## src/rtl/seq_stream_ctrl.sv

```systemverilog
`default_nettype none
// +----------------------------------------------------------------------------+
// | Module   : seq_stream_ctrl                                                 |
// | Purpose  : Round-robin arbiter that serialises requester words into a      |
// |            bit-serial sequence detector and counts its match pulses.       |
// | Revision : 1.0 - initial release                                           |
// +----------------------------------------------------------------------------+
module seq_stream_ctrl #(
  parameter int WORD_W  = 18,
  parameter int LEN_W   = 5,
  parameter int CNT_W   = 8,
  parameter int DET_LAT = 1
) (
  input  logic              clk,
  input  logic              rst_n,
  input  logic              req0,
  input  logic              req1,
  input  logic [WORD_W-1:0] word0,
  input  logic [WORD_W-1:0] word1,
  input  logic [LEN_W-1:0]  len0,
  input  logic [LEN_W-1:0]  len1,
  output logic              gnt0,
  output logic              gnt1,
  output logic              det_clr,
  output logic              det_din,
  output logic              det_vld,
  input  logic              det_result,
  output logic              busy,
  output logic              done,
  output logic              done_id,
  output logic [CNT_W-1:0]  hit_cnt
);

  localparam logic [2:0] c_IDLE  = 3'd0;
  localparam logic [2:0] c_CLR   = 3'd1;
  localparam logic [2:0] c_SHIFT = 3'd2;
  localparam logic [2:0] c_DRAIN = 3'd3;
  localparam logic [2:0] c_DONE  = 3'd4;

  localparam int                 c_LAT_W    = (DET_LAT > 1) ? $clog2(DET_LAT) : 1;
  localparam logic [c_LAT_W-1:0] c_LAT_LOAD = c_LAT_W'(DET_LAT - 1);
  localparam logic [LEN_W-1:0]   c_WORD_LEN = LEN_W'(WORD_W);

  logic [2:0]         r_state;
  logic [2:0]         w_state_nxt;
  logic               r_last;
  logic               r_owner;
  logic [WORD_W-1:0]  r_shift;
  logic [LEN_W-1:0]   r_bits;
  logic [c_LAT_W-1:0] r_lat;
  logic [CNT_W-1:0]   r_hits;
  logic [CNT_W-1:0]   w_hits_nxt;

  logic               w_any_req;
  logic               w_win;
  logic               w_start;
  logic [WORD_W-1:0]  w_word;
  logic [LEN_W-1:0]   w_len;
  logic [LEN_W-1:0]   w_len_eff;
  logic [LEN_W-1:0]   w_shamt;

  logic               w_gnt0;
  logic               w_gnt1;
  logic               w_det_clr;
  logic               w_det_din;
  logic               w_det_vld;
  logic               w_busy;
  logic               w_done;

  // A tie goes to whichever requester was not granted last.
  assign w_any_req = req0 | req1;
  assign w_win     = (req0 && req1) ? ~r_last : req1;
  assign w_word    = w_win ? word1 : word0;
  assign w_len     = w_win ? len1 : len0;
  assign w_len_eff = ((w_len == '0) || (w_len > c_WORD_LEN)) ? c_WORD_LEN : w_len;
  assign w_shamt   = c_WORD_LEN - w_len_eff;
  assign w_start   = (r_state == c_IDLE) && (w_state_nxt == c_CLR);

  always_comb begin
    w_hits_nxt = r_hits;
    if (((r_state == c_SHIFT) || (r_state == c_DRAIN)) && det_result && (r_hits != '1))
      w_hits_nxt = r_hits + CNT_W'(1);
  end

  // State register
  always_ff @(posedge clk or negedge rst_n) begin
    if (!rst_n) r_state <= c_IDLE;
    else        r_state <= w_state_nxt;
  end

  // Next-state logic
  always_comb begin
    w_state_nxt = r_state;
    case (r_state)
      c_IDLE:  if (w_any_req) w_state_nxt = c_CLR;
      c_CLR:   w_state_nxt = c_SHIFT;
      c_SHIFT: if (r_bits == '0) w_state_nxt = c_DRAIN;
      c_DRAIN: if (r_lat == '0) w_state_nxt = c_DONE;
      c_DONE:  w_state_nxt = c_IDLE;
      default: w_state_nxt = c_IDLE;
    endcase
  end

  // Output decode looks at the next state so every output leaves a flop.
  always_comb begin
    w_gnt0    = w_start && !w_win;
    w_gnt1    = w_start && w_win;
    w_det_clr = (w_state_nxt == c_CLR);
    w_det_vld = (w_state_nxt == c_SHIFT);
    w_det_din = (w_state_nxt == c_SHIFT) ? r_shift[WORD_W-1] : 1'b0;
    w_busy    = (w_state_nxt != c_IDLE);
    w_done    = (w_state_nxt == c_DONE);
  end

  always_ff @(posedge clk or negedge rst_n) begin
    if (!rst_n) begin
      r_last  <= 1'b1;
      r_owner <= 1'b0;
      r_shift <= '0;
      r_bits  <= '0;
      r_lat   <= '0;
      r_hits  <= '0;
      gnt0    <= 1'b0;
      gnt1    <= 1'b0;
      det_clr <= 1'b0;
      det_din <= 1'b0;
      det_vld <= 1'b0;
      busy    <= 1'b0;
      done    <= 1'b0;
      done_id <= 1'b0;
      hit_cnt <= '0;
    end else begin
      gnt0    <= w_gnt0;
      gnt1    <= w_gnt1;
      det_clr <= w_det_clr;
      det_din <= w_det_din;
      det_vld <= w_det_vld;
      busy    <= w_busy;
      done    <= w_done;

      if (w_start) begin
        r_shift <= w_word << w_shamt;
        r_bits  <= w_len_eff;
        r_hits  <= '0;
        r_owner <= w_win;
        r_last  <= w_win;
      end else begin
        r_hits <= w_hits_nxt;
        if (w_state_nxt == c_SHIFT) begin
          r_shift <= r_shift << 1;
          r_bits  <= r_bits - LEN_W'(1);
        end
      end

      if ((r_state == c_SHIFT) && (w_state_nxt == c_DRAIN))
        r_lat <= c_LAT_LOAD;
      else if ((r_state == c_DRAIN) && (r_lat != '0))
        r_lat <= r_lat - c_LAT_W'(1);

      if (w_state_nxt == c_DONE) begin
        done_id <= r_owner;
        hit_cnt <= w_hits_nxt;
      end
    end
  end

endmodule
`default_nettype wire

```

## config.mk

```make
export PLATFORM = sky130hd
export DESIGN_NAME = seq_stream_ctrl
export DESIGN_NICKNAME = d
export VERILOG_FILES = /design/src/rtl/seq_stream_ctrl.sv
export SDC_FILE = /design/constraint.sdc
export NUM_CORES = 1
export LEC_CHECK = 0
export CORE_AREA = 2 2 93 95
export CTS_CLUSTER_DIAMETER = 150
export DETAILED_ROUTE_END_ITERATION = 6
export DIE_AREA = 0 0 95 97
export HOLD_SLACK_MARGIN = 0.06
export PLACE_DENSITY = 0.74
export SLEW_MARGIN = 20
export SYNTH_ARGS = -nofsm -noshare
export SYNTH_HDL_FRONTEND = slang
export SYNTH_SLANG_ARGS = --single-unit
```

## constraint.sdc

```tcl
create_clock -name clk -period 11.5 [get_ports clk]
set_input_delay 2.3 -clock clk [delete_from_list [all_inputs] [get_ports clk]]
set_output_delay 2.3 -clock clk [all_outputs]
set_load 0.05 [all_outputs]
```

==> impl_metrics.json, run 1 <==
{
  "die_w_microns": 95,
  "clock_sinks": 53,
  "start_util_pct": 49.07,
  "tightest_slew_ns": 0.9852,
  "stdcell_area_sq_um": 4811,
  "drv_cap": 0,
  "r2r_end": "r_shift[14]$_DFFE_PN0P_",
  "drt_wl_total_microns": 11690,
  "cp.required_ns": 11.74,
  "hp-class": "reg2reg",
  "syn-instance-count": 494,
  "holdBufCountCts": 0,
  "worstSetupStartpoint": "req0",
  "first_iter_violations": 301,
  "placed_area_sq_um": 4692,
  "dieHeight_microns": 97,
  "yosysSeqAreaShare_pct": 33.26,
  "power.density_nw_per_um2": 227.1,
  "worst_ep_arrival_time_ns": 6.69,
  "p_leak_nw": 1.890,
  "grt_usage_pct": 25.95,
  "finalNonFillerCells": 643,
  "path_cells": "clkdlybuf4s50_1, a21bo_1, buf_4, mux2i_2, o21ai_4, inv_1, ha_1, clkinv_1, mux4_2, or4_1, a31oi_1",
  "postCtsResizedCells": 0,
  "dieArea_sq_um": 9215,
  "htree_levels": 2,
  "vias_per_cell": 6.367,
  "critPathMaxStageDelay_ns": 0.77,
  "numCtsBuffers": 5,
  "clock_latency_ns": 0.32,
  "synth-edff-count": 0,
  "cts.reportedPaths.clkPinSlew_ns": 0.10,
  "rr_startpoint": "r_last$_DFFE_PN1P_",
  "clock_skew_ns": 0.01809,
  "tns_ns": 0,
  "place_congestion": 0.9017,
  "ir_worst_vdd_mv": 0.08326,
  "syn_area_per_cell_sq_um": 8.080,
  "grt_pass1_wl_microns": 19350,
  "clock_path_buffers": 2,
  "critPathBufInv": 4,
  "nets": 592,
  "grt_setup_unrepaired": "no",
  "yosys_most_used_dff": "dfrtp_1",
  "synth_nets": 549,
  "dp_hpwl_microns": 8515,
  "area_growth_syn_to_layout_pct": 20.53,
  "vias": 4094,
  "setup_viol": 0,
  "core.rowCount": 33,
  "r2r_cells": 10,
  "first_pass_iters": 5,
  "cts_setup_buffers": 0,
  "fmax_mhz": 155.0,
  "startpoint_type": "primary input",
  "diodes": 0,
  "cp_num_cells": 11,
  "timing.final.ws_setup_ns": 5.049,
  "hold_viol": 0,
  "cts-root-buf": "clkbuf_8",
  "cts_tree": "yes",
  "cp_top_family": "buffers and inverters",
  "grt_max_degree": 54,
  "nFillCells": 723,
  "outcome": "finished, final reports clean",
  "pre_cts_ws_ns": 4.848,
  "slowest_stage": "mux2i_2",
  "routed_wire_length_per_instance_microns": 18.19,
  "grt_pass1_vias": 3968,
  "gr-total-overflow": 0,
  "drc": 0,
  "slew_headroom_pct": 34.12,
  "dp_cells": 635,
  "rrSetupSlack_ns": 7.00,
  "core-area_sq_um": 8134,
  "drtAntennaViolNets": 0,
  "finalCritPeriodShare_pct": 56.10,
  "drv_slew": 0,
  "period_needed_ns": 6.451,
  "synthesis.area_sq_um": 3991,
  "synthDistinctLibCells": 62,
  "path_class": "in2reg",
  "synth-seq-cells": 53,
  "ys_warn_count": 0,
  "endpoint_kind": "flip-flop",
  "port_buffers": 66,
  "critPathCapture": "r_shift[14]$_DFFE_PN0P_",
  "drive_gt1_share_pct": 7.249,
  "antenna_found_initial": 0,
  "critPathMaxFanout": 44,
  "async_flop_share_pct": 100.0,
  "ios": 67
}
worst min path at each step:
stage,from,endpoint,cells past startpoint
after floorplan,r_owner$_DFFE_PN0P_,r_owner$_DFFE_PN0P_,1
after global placement,r_shift[17]$_DFFE_PN0P_,det_din$_DFF_PN0_,1
after detailed placement,r_owner$_DFFE_PN0P_,r_owner$_DFFE_PN0P_,1
after CTS,r_owner$_DFFE_PN0P_,r_owner$_DFFE_PN0P_,1
after global routing,r_shift[17]$_DFFE_PN0P_,det_din$_DFF_PN0_,1
final,r_shift[17]$_DFFE_PN0P_,det_din$_DFF_PN0_,1
metal layers:
metal | GRT usage [%] | part of all wire, %
met1 | 33.78 | 42
met2 | 44.03 | 50
met3 | 2.570 | 4.7
met4 | 9.699 | 3.2
met5 | 0 | 0
kinds of logic after synthesis:
kind of cell	synth area share, %
compound gates	25.36
flops	33.26
fa+ha+maj	1.254
xor+xnor	3.292
mux	8.338
simple gates	23.79
buf+inv	4.702
cell usage after synthesis (all sizes together) (3+ instances only):
master,n,share of area (%)
o211ai,5,0.94
mux2,8,2.4
nand3,29,3.6
and3,3,0.47
dfrtp,52,33
a31oi,12,1.9
nor3b,5,0.94
xor2,6,1.3
or4,4,0.75
a311oi,16,3.5
ha,4,1.3
a211oi,3,0.56
and2,6,0.94
nor4,4,0.63
mux4,3,1.7
mux2i,16,4.2
buf,9,1.2
o221ai,5,1.1
inv,6,0.56
xnor2,9,2.0
nand2,40,3.8
nand4,17,2.7
a22oi,3,0.56
a32oi,4,0.88
o2111ai,7,1.5
o21ai,40,5.3
clkbuf,30,2.8
nor3,11,1.4
nand2b,3,0.47
nor2,65,6.1
a21oi,37,4.6
cell usage in the layout, fill, tap and decap left out, types with 5 or more instances in the layout:
master,count
buf_4,8
xor2_1,6
nand2_1,40
nor2_1,65
o2111ai_1,7
inv_1,6
xnor2_1,9
a21oi_1,37
and2_1,6
mux2_2,6
nand3_1,29
o221ai_1,5
clkdlybuf4s50_1,65
o21ai_0,38
a311oi_1,16
nand4_1,17
nor3_1,11
o211ai_1,5
clkbuf_8,5
mux2i_1,14
a31oi_1,12
dfrtp_1,52
per-stage QoR:
step	utilization [%]	power, W	hold WS, ns
3_3_place_gp	57.62	0.0009401	0.4606
6_report	59.14	0.001093	0.4963
5_1_grt	59.14	0.001177	0.5313
4_1_cts	59.07	0.001088	0.4887
3_5_place_dp	57.68	0.0009579	0.4666
2_1_floorplan	-	0.0007705	0.4441
layout make-up:
class / count / area (sq um) / area share [%]
Clock inverter: 3 / 43.79 / 0.9103
Timing Repair Buffer: 75 / 720.7 / 14.98
Clock buffer: 5 / 68.82 / 1.430
Tap cell: 105 / 131.4 / 2.731
Sequential cell: 53 / 1328 / 27.59
Inverter: 7 / 26.28 / 0.5462
Multi-Input combinational cell: 395 / 2492 / 51.81
power breakdown:
| part | switching, W | total, W | internal, W |
|---|---|---|---|
| sequential | 0.0000488 | 0.000317 | 0.000268 |
| clock | 0.0000637 | 0.000129 | 0.0000653 |
| combinational | 0.000410 | 0.000647 | 0.000237 |
| total | 0.000523 | 0.00109 | 0.000570 |
worst register-to-register path, delay by kind of cell, from the launching register on:
| family | cells | cell delay [ns] |
|---|---|---|
| mux | 2 | 1.24 |
| compound gates | 3 | 0.49 |
| fa+ha+maj | 1 | 0.52 |
| simple gates | 1 | 0.40 |
| buf+inv | 3 | 1.21 |
| flops | 1 | 0.57 |
sequential cells by signal, summed over array words and instances (netlist names):
name / count
r_shift: 18
hit_cnt: 8
r_hits: 8
r_bits: 5
r_state: 3
busy: 1
det_clr: 1
det_din: 1
det_vld: 1
done: 1
done_id: 1
gnt0: 1
gnt1: 1
r_last: 1
r_lat: 1
r_owner: 1
(Power assumes the default switching activity.)
==> inputs of run 2 (changes only) <==
==> constraint.sdc (replaced) <==
create_clock -name clk -period 6.34 [get_ports clk]
set_input_delay 1.268 -clock clk [delete_from_list [all_inputs] [get_ports clk]]
set_output_delay 1.268 -clock clk [all_outputs]
set_load 0.05 [all_outputs]
==> run 2 against run 1 <==
Net effect:
- via count is 1.9% higher
- critical endpoint unchanged
- largest power group unchanged
- highest routed layer unchanged
- first-iteration DRC count grew 15%
- sequential power grew 80%
- sequential cell count unchanged
==> impl_metrics.json, run 2 (synthesis results as in run 1) <==
{
  "outcome": "finished, final reports clean",
  "largest_register_ffs": 18,
  "place_congestion": 0.9791,
  "regMostFlops": "r_shift",
  "cts_tree": "yes",
  "hp-class": "reg2reg",
  "first_pass_iters": 5,
  "critPathMaxFanout": 18,
  "setup_viol": 0,
  "r2r_end": "r_shift[14]$_DFFE_PN0P_",
  "start_util_pct": 49.07,
  "finalCritPeriodShare_pct": 80.01,
  "critPathMaxStageDelay_ns": 0.63,
  "area_growth_syn_to_layout_pct": 20.94,
  "rr_startpoint": "r_last$_DFFE_PN1P_",
  "holdCritStartpoint": "r_shift[17]$_DFFE_PN0P_",
  "cts.reportedPaths.clkPinSlew_ns": 0.11,
  "top_regs": "r_shift x18, hit_cnt x8, r_hits x8",
  "p_leak_nw": 1.899,
  "dieArea_sq_um": 9215,
  "slowest_stage": "ha_1",
  "gr-total-overflow": 0,
  "grt_usage_pct": 24.96,
  "nFillCells": 756,
  "grt_setup_unrepaired": "no",
  "hold_viol": 0,
  "cp_num_cells": 11,
  "timing.final.ws_setup_ns": 1.267,
  "stdcell_area_sq_um": 4827,
  "worst_ep_arrival_time_ns": 5.32,
  "clock_sinks": 53,
  "clock_latency_ns": 0.31,
  "die_w_microns": 95,
  "clock_path_buffers": 2,
  "path_class": "in2reg",
  "dp_hpwl_microns": 8439,
  "numCtsBuffers": 5,
  "core.rowCount": 33,
  "drive_gt1_share_pct": 8.103,
  "grt_pass1_vias": 3857,
  "diodes": 0,
  "cp_top_family": "buffers and inverters",
  "r2r_cells": 10,
  "first_iter_violations": 347,
  "path_cells": "clkdlybuf4s50_1, a21bo_1, buf_4, mux2_4, o21ai_4, inv_1, ha_1, clkinv_1, mux4_2, or4_1, a31oi_1",
  "hold_path_depth": 1,
  "vias_per_cell": 6.435,
  "fmax_mhz": 197.1,
  "htree_levels": 2,
  "cts-root-buf": "clkbuf_8",
  "post-route-util_pct": 59.34,
  "drtAntennaViolNets": 0,
  "dieHeight_microns": 97,
  "drv_slew": 0,
  "p_total_w": 0.001946,
  "critPathBufInv": 4,
  "pre_cts_ws_ns": 0.9935,
  "drt_wl_total_microns": 11300,
  "antenna_found_initial": 0,
  "cp.required_ns": 6.58,
  "slew_headroom_pct": 32.28,
  "cts_setup_buffers": 0,
  "placed_area_sq_um": 4732,
  "vias": 4170,
  "rrSetupSlack_ns": 2.19,
  "drc": 0,
  "endpoint_kind": "flip-flop",
  "postCtsResizedCells": 0,
  "nets": 597,
  "holdBufCountCts": 0,
  "core-area_sq_um": 8134,
  "power.density_nw_per_um2": 403.2,
  "grt_pass1_wl_microns": 18750,
  "drv_cap": 0,
  "startpoint_type": "primary input",
  "ios": 67,
  "routed_wire_length_per_instance_microns": 17.44,
  "tightest_slew_ns": 1.011,
  "clock_skew_ns": 0.01082,
  "port_buffers": 66,
  "period_needed_ns": 5.073,
  "hold_end": "det_din$_DFF_PN0_",
  "layout_common_cells": "65 x nor2_1, 65 x clkdlybuf4s50_1, 52 x dfrtp_1",
  "grt_max_degree": 54,
  "tns_ns": 0,
  "ir_worst_vdd_mv": 0.1456
}
## run 2: worst max-delay path by stage
stage / start / to / slack [ns]
3_3_place_gp: req0 / r_shift[14]$_DFFE_PN0P_ / 1.07
4_1_cts: req0 / r_shift[14]$_DFFE_PN0P_ / 1.30
3_5_place_dp: req0 / r_shift[14]$_DFFE_PN0P_ / 0.99
5_1_grt: req0 / r_shift[14]$_DFFE_PN0P_ / 0.97
2_1_floorplan: req1 / r_shift[14]$_DFFE_PN0P_ / 1.89
6_report: req0 / r_shift[14]$_DFFE_PN0P_ / 1.27
## run 2: layer usage
layer / vias up / wire [microns] / track usage, %
met2: 195 / 5456 / 40.48
met4: 0 / 373 / 10.37
met5: - / 0 / 0
li1: 1959 / - / -
met1: 1988 / 4757 / 33.50
met3: 28 / 710 / 2.804
## run 2: report_power, final
group          switching, W  internal, W  total [W]
sequential        0.0000847     0.000485   0.000570
combinational      0.000739     0.000436    0.00117
clock              0.000121    0.0000805   0.000201
total              0.000944      0.00100    0.00195
## run 2: final cells by class
class | count | area [sq um] | area share, %
inverter | 7 | 26.28 | 0.5443
clock inverter | 3 | 26.28 | 0.5443
multi-input combinational | 395 | 2486 | 51.50
clock buffer | 5 | 68.82 | 1.426
tap | 105 | 131.4 | 2.722
timing repair buffer | 80 | 760.7 | 15.76
sequential | 53 | 1328 | 27.50
## run 2: metrics by stage
step | hold slack, ns | instances
floorplan | 0.4441 | 494
global placement | 0.4646 | 640
detailed placement | 0.4690 | 640
CTS | 0.4777 | 648
global route | 0.5051 | 648
finish | 0.4734 | 648
==> inputs of run 3 (changes only) <==
==> constraint.sdc (replaced) <==
create_clock -name clk -period 5.2 [get_ports clk]
set_input_delay 1.04 -clock clk [delete_from_list [all_inputs] [get_ports clk]]
set_output_delay 1.04 -clock clk [all_outputs]
set_load 0.05 [all_outputs]
==> run 3 against run 2 <==
Net effect:
- clock power grew 19%
- largest cell class unchanged
- wire length grew 3.6%
- count of clock-buffer cells in the layout is the same
- critical endpoint unchanged
- setup slack lost 0.46 ns
==> impl_metrics.json, run 3 (synthesis results as in run 1) <==
{
  "holdBufCountCts": 0,
  "dp_hpwl_microns": 8763,
  "worst_ep_arrival_time_ns": 4.62,
  "port_buffers": 66,
  "cp.required_ns": 5.43,
  "core.rowCount": 33,
  "timing.final.ws_setup_ns": 0.8090,
  "routed_wire_length_per_instance_microns": 18.03,
  "numCtsBuffers": 5,
  "cts_tree": "yes",
  "start_util_pct": 49.07,
  "p_leak_nw": 1.907,
  "clock_latency_ns": 0.31,
  "clock_sinks": 53,
  "area_growth_syn_to_layout_pct": 21.10,
  "grt_setup_unrepaired": "no",
  "timing.hold.ws_ns": 0.4877,
  "register_area_sq_um": 1328,
  "nets": 598,
  "outcome": "finished, final reports clean",
  "antenna_found_initial": 0,
  "cts-root-buf": "clkbuf_8",
  "drc": 0,
  "fmax_mhz": 227.7,
  "hp-class": "reg2reg",
  "pre_cts_ws_ns": 0.5587,
  "share_seq_of_total_power_pct": 29.2,
  "hold_viol": 0,
  "drive_gt1_share_pct": 8.272,
  "ios": 67,
  "finalCritPeriodShare_pct": 84.44,
  "swShare_pct": 48.49,
  "htree_levels": 2,
  "endpoint_kind": "flip-flop",
  "first_iter_violations": 331,
  "vias": 4081,
  "nFillCells": 751,
  "dieHeight_microns": 97,
  "vias_per_cell": 6.288,
  "clock_skew_ns": 0.01467,
  "drtAntennaViolNets": 0,
  "p_int_w": 0.001223,
  "path_class": "in2reg",
  "ir_worst_vdd_mv": 0.1806,
  "grt_max_degree": 54,
  "layout_common_cells": "65 x nor2_1, 65 x clkdlybuf4s50_1, 52 x dfrtp_1",
  "first_pass_iters": 5,
  "cts.reportedPaths.clkPinSlew_ns": 0.11,
  "critPathMaxFanout": 27,
  "drv_cap": 0,
  "cts_setup_buffers": 0,
  "setup_viol": 0,
  "regMostFlops": "r_shift",
  "largest_register_ffs": 18,
  "multiInputGateArea_sq_um": 2486,
  "place_congestion": 1.009,
  "clock_path_buffers": 2,
  "power.switching_w": 0.001151,
  "power_frac_comb_pct": 60.7,
  "grt_pass1_vias": 3842,
  "slew_headroom_pct": 28.32,
  "dieArea_sq_um": 9215,
  "die_w_microns": 95,
  "post-route-util_pct": 59.42,
  "grt_pass1_wl_microns": 19200,
  "postCtsResizedCells": 0,
  "drv_slew": 0,
  "grt_usage_pct": 26.14,
  "power.density_nw_per_um2": 491.3,
  "period_needed_ns": 4.391,
  "startpoint_type": "primary input",
  "core-area_sq_um": 8134,
  "gr-total-overflow": 0,
  "top_regs": "r_shift x18, hit_cnt x8, r_hits x8",
  "drt_wl_total_microns": 11700,
  "tns_ns": 0,
  "tightest_slew_ns": 1.070,
  "diodes": 0,
  "clkPwrFrac_pct": 10.1
}
run 3: changes by cell type in the layout (fill, tap and decap cells not counted), sizes merged:
| cell | previous run | this run |
|---|---|---|
| clkinvlp | 2 | 1 |
| clkinv | 1 | 2 |
| buf | 15 | 16 |
run 3: power groups by stage:
stage	logic [W]	clock network [W]	registers, W
6_report	0.00144	0.000239	0.000694
5_1_grt	0.00158	0.000268	0.000713
4_1_cts	0.00143	0.000245	0.000694
3_5_place_dp	0.00142	0	0.000703
3_3_place_gp	0.00140	0	0.000695
2_1_floorplan	0.000830	0	0.000874
run 3: area by class of cell:
class	instances	share of cell area, %
clock buffers	5	1.424
clock inverters	3	0.5177
inverters	7	0.5436
multi-input cells	395	51.44
flip-flops and latches	53	27.47
well taps	105	2.718
repair buffers	81	15.89
run 3: worst max-delay path: stages:
cell and delay [ns]:
clkdlybuf4s50_1 0.52, a21bo_1 0.55, buf_4 0.42, nor3_1 0.09, nor2_1 0.10, nand3_1 0.14, ha_1 0.64, clkinv_1 0.19
mux4_2 0.33, or4_1 0.40, a31oi_1 0.18
run 3: worst paths after layout:
path	startpoint	cells past startpoint	end	slack (ns)
setup / recovery	req0	11	r_shift[14]$_DFFE_PN0P_	0.81
min in group asynchronous	rst_n	2	hit_cnt[0]$_DFFE_PN0P_	0.81
max in group asynchronous	rst_n	2	r_shift[11]$_DFFE_PN0P_	3.92
hold / removal	r_shift[17]$_DFFE_PN0P_	1	det_din$_DFF_PN0_	0.49
setup reg to reg	r_last$_DFFE_PN1P_	10	r_shift[14]$_DFFE_PN0P_	1.51
hold reg to reg	r_shift[17]$_DFFE_PN0P_	1	det_din$_DFF_PN0_	0.49
run 3: metal layers:
layer / GRT usage [%] / share of wire [%]
met1: 34.67 / 43
met2: 42.99 / 48
met3: 3.349 / 5.1
met4: 10.03 / 3.6
met5: 0 / 0
run 3: stage by stage:
stage	std cells	cell area [sq um]	power, W
after global routing	649	4833	0.002563
after detailed placement	641	4740	0.002125
after floorplan	494	3991	0.001704
after CTS	649	4833	0.002368
final	649	4833	0.002375
after global placement	641	4740	0.002098
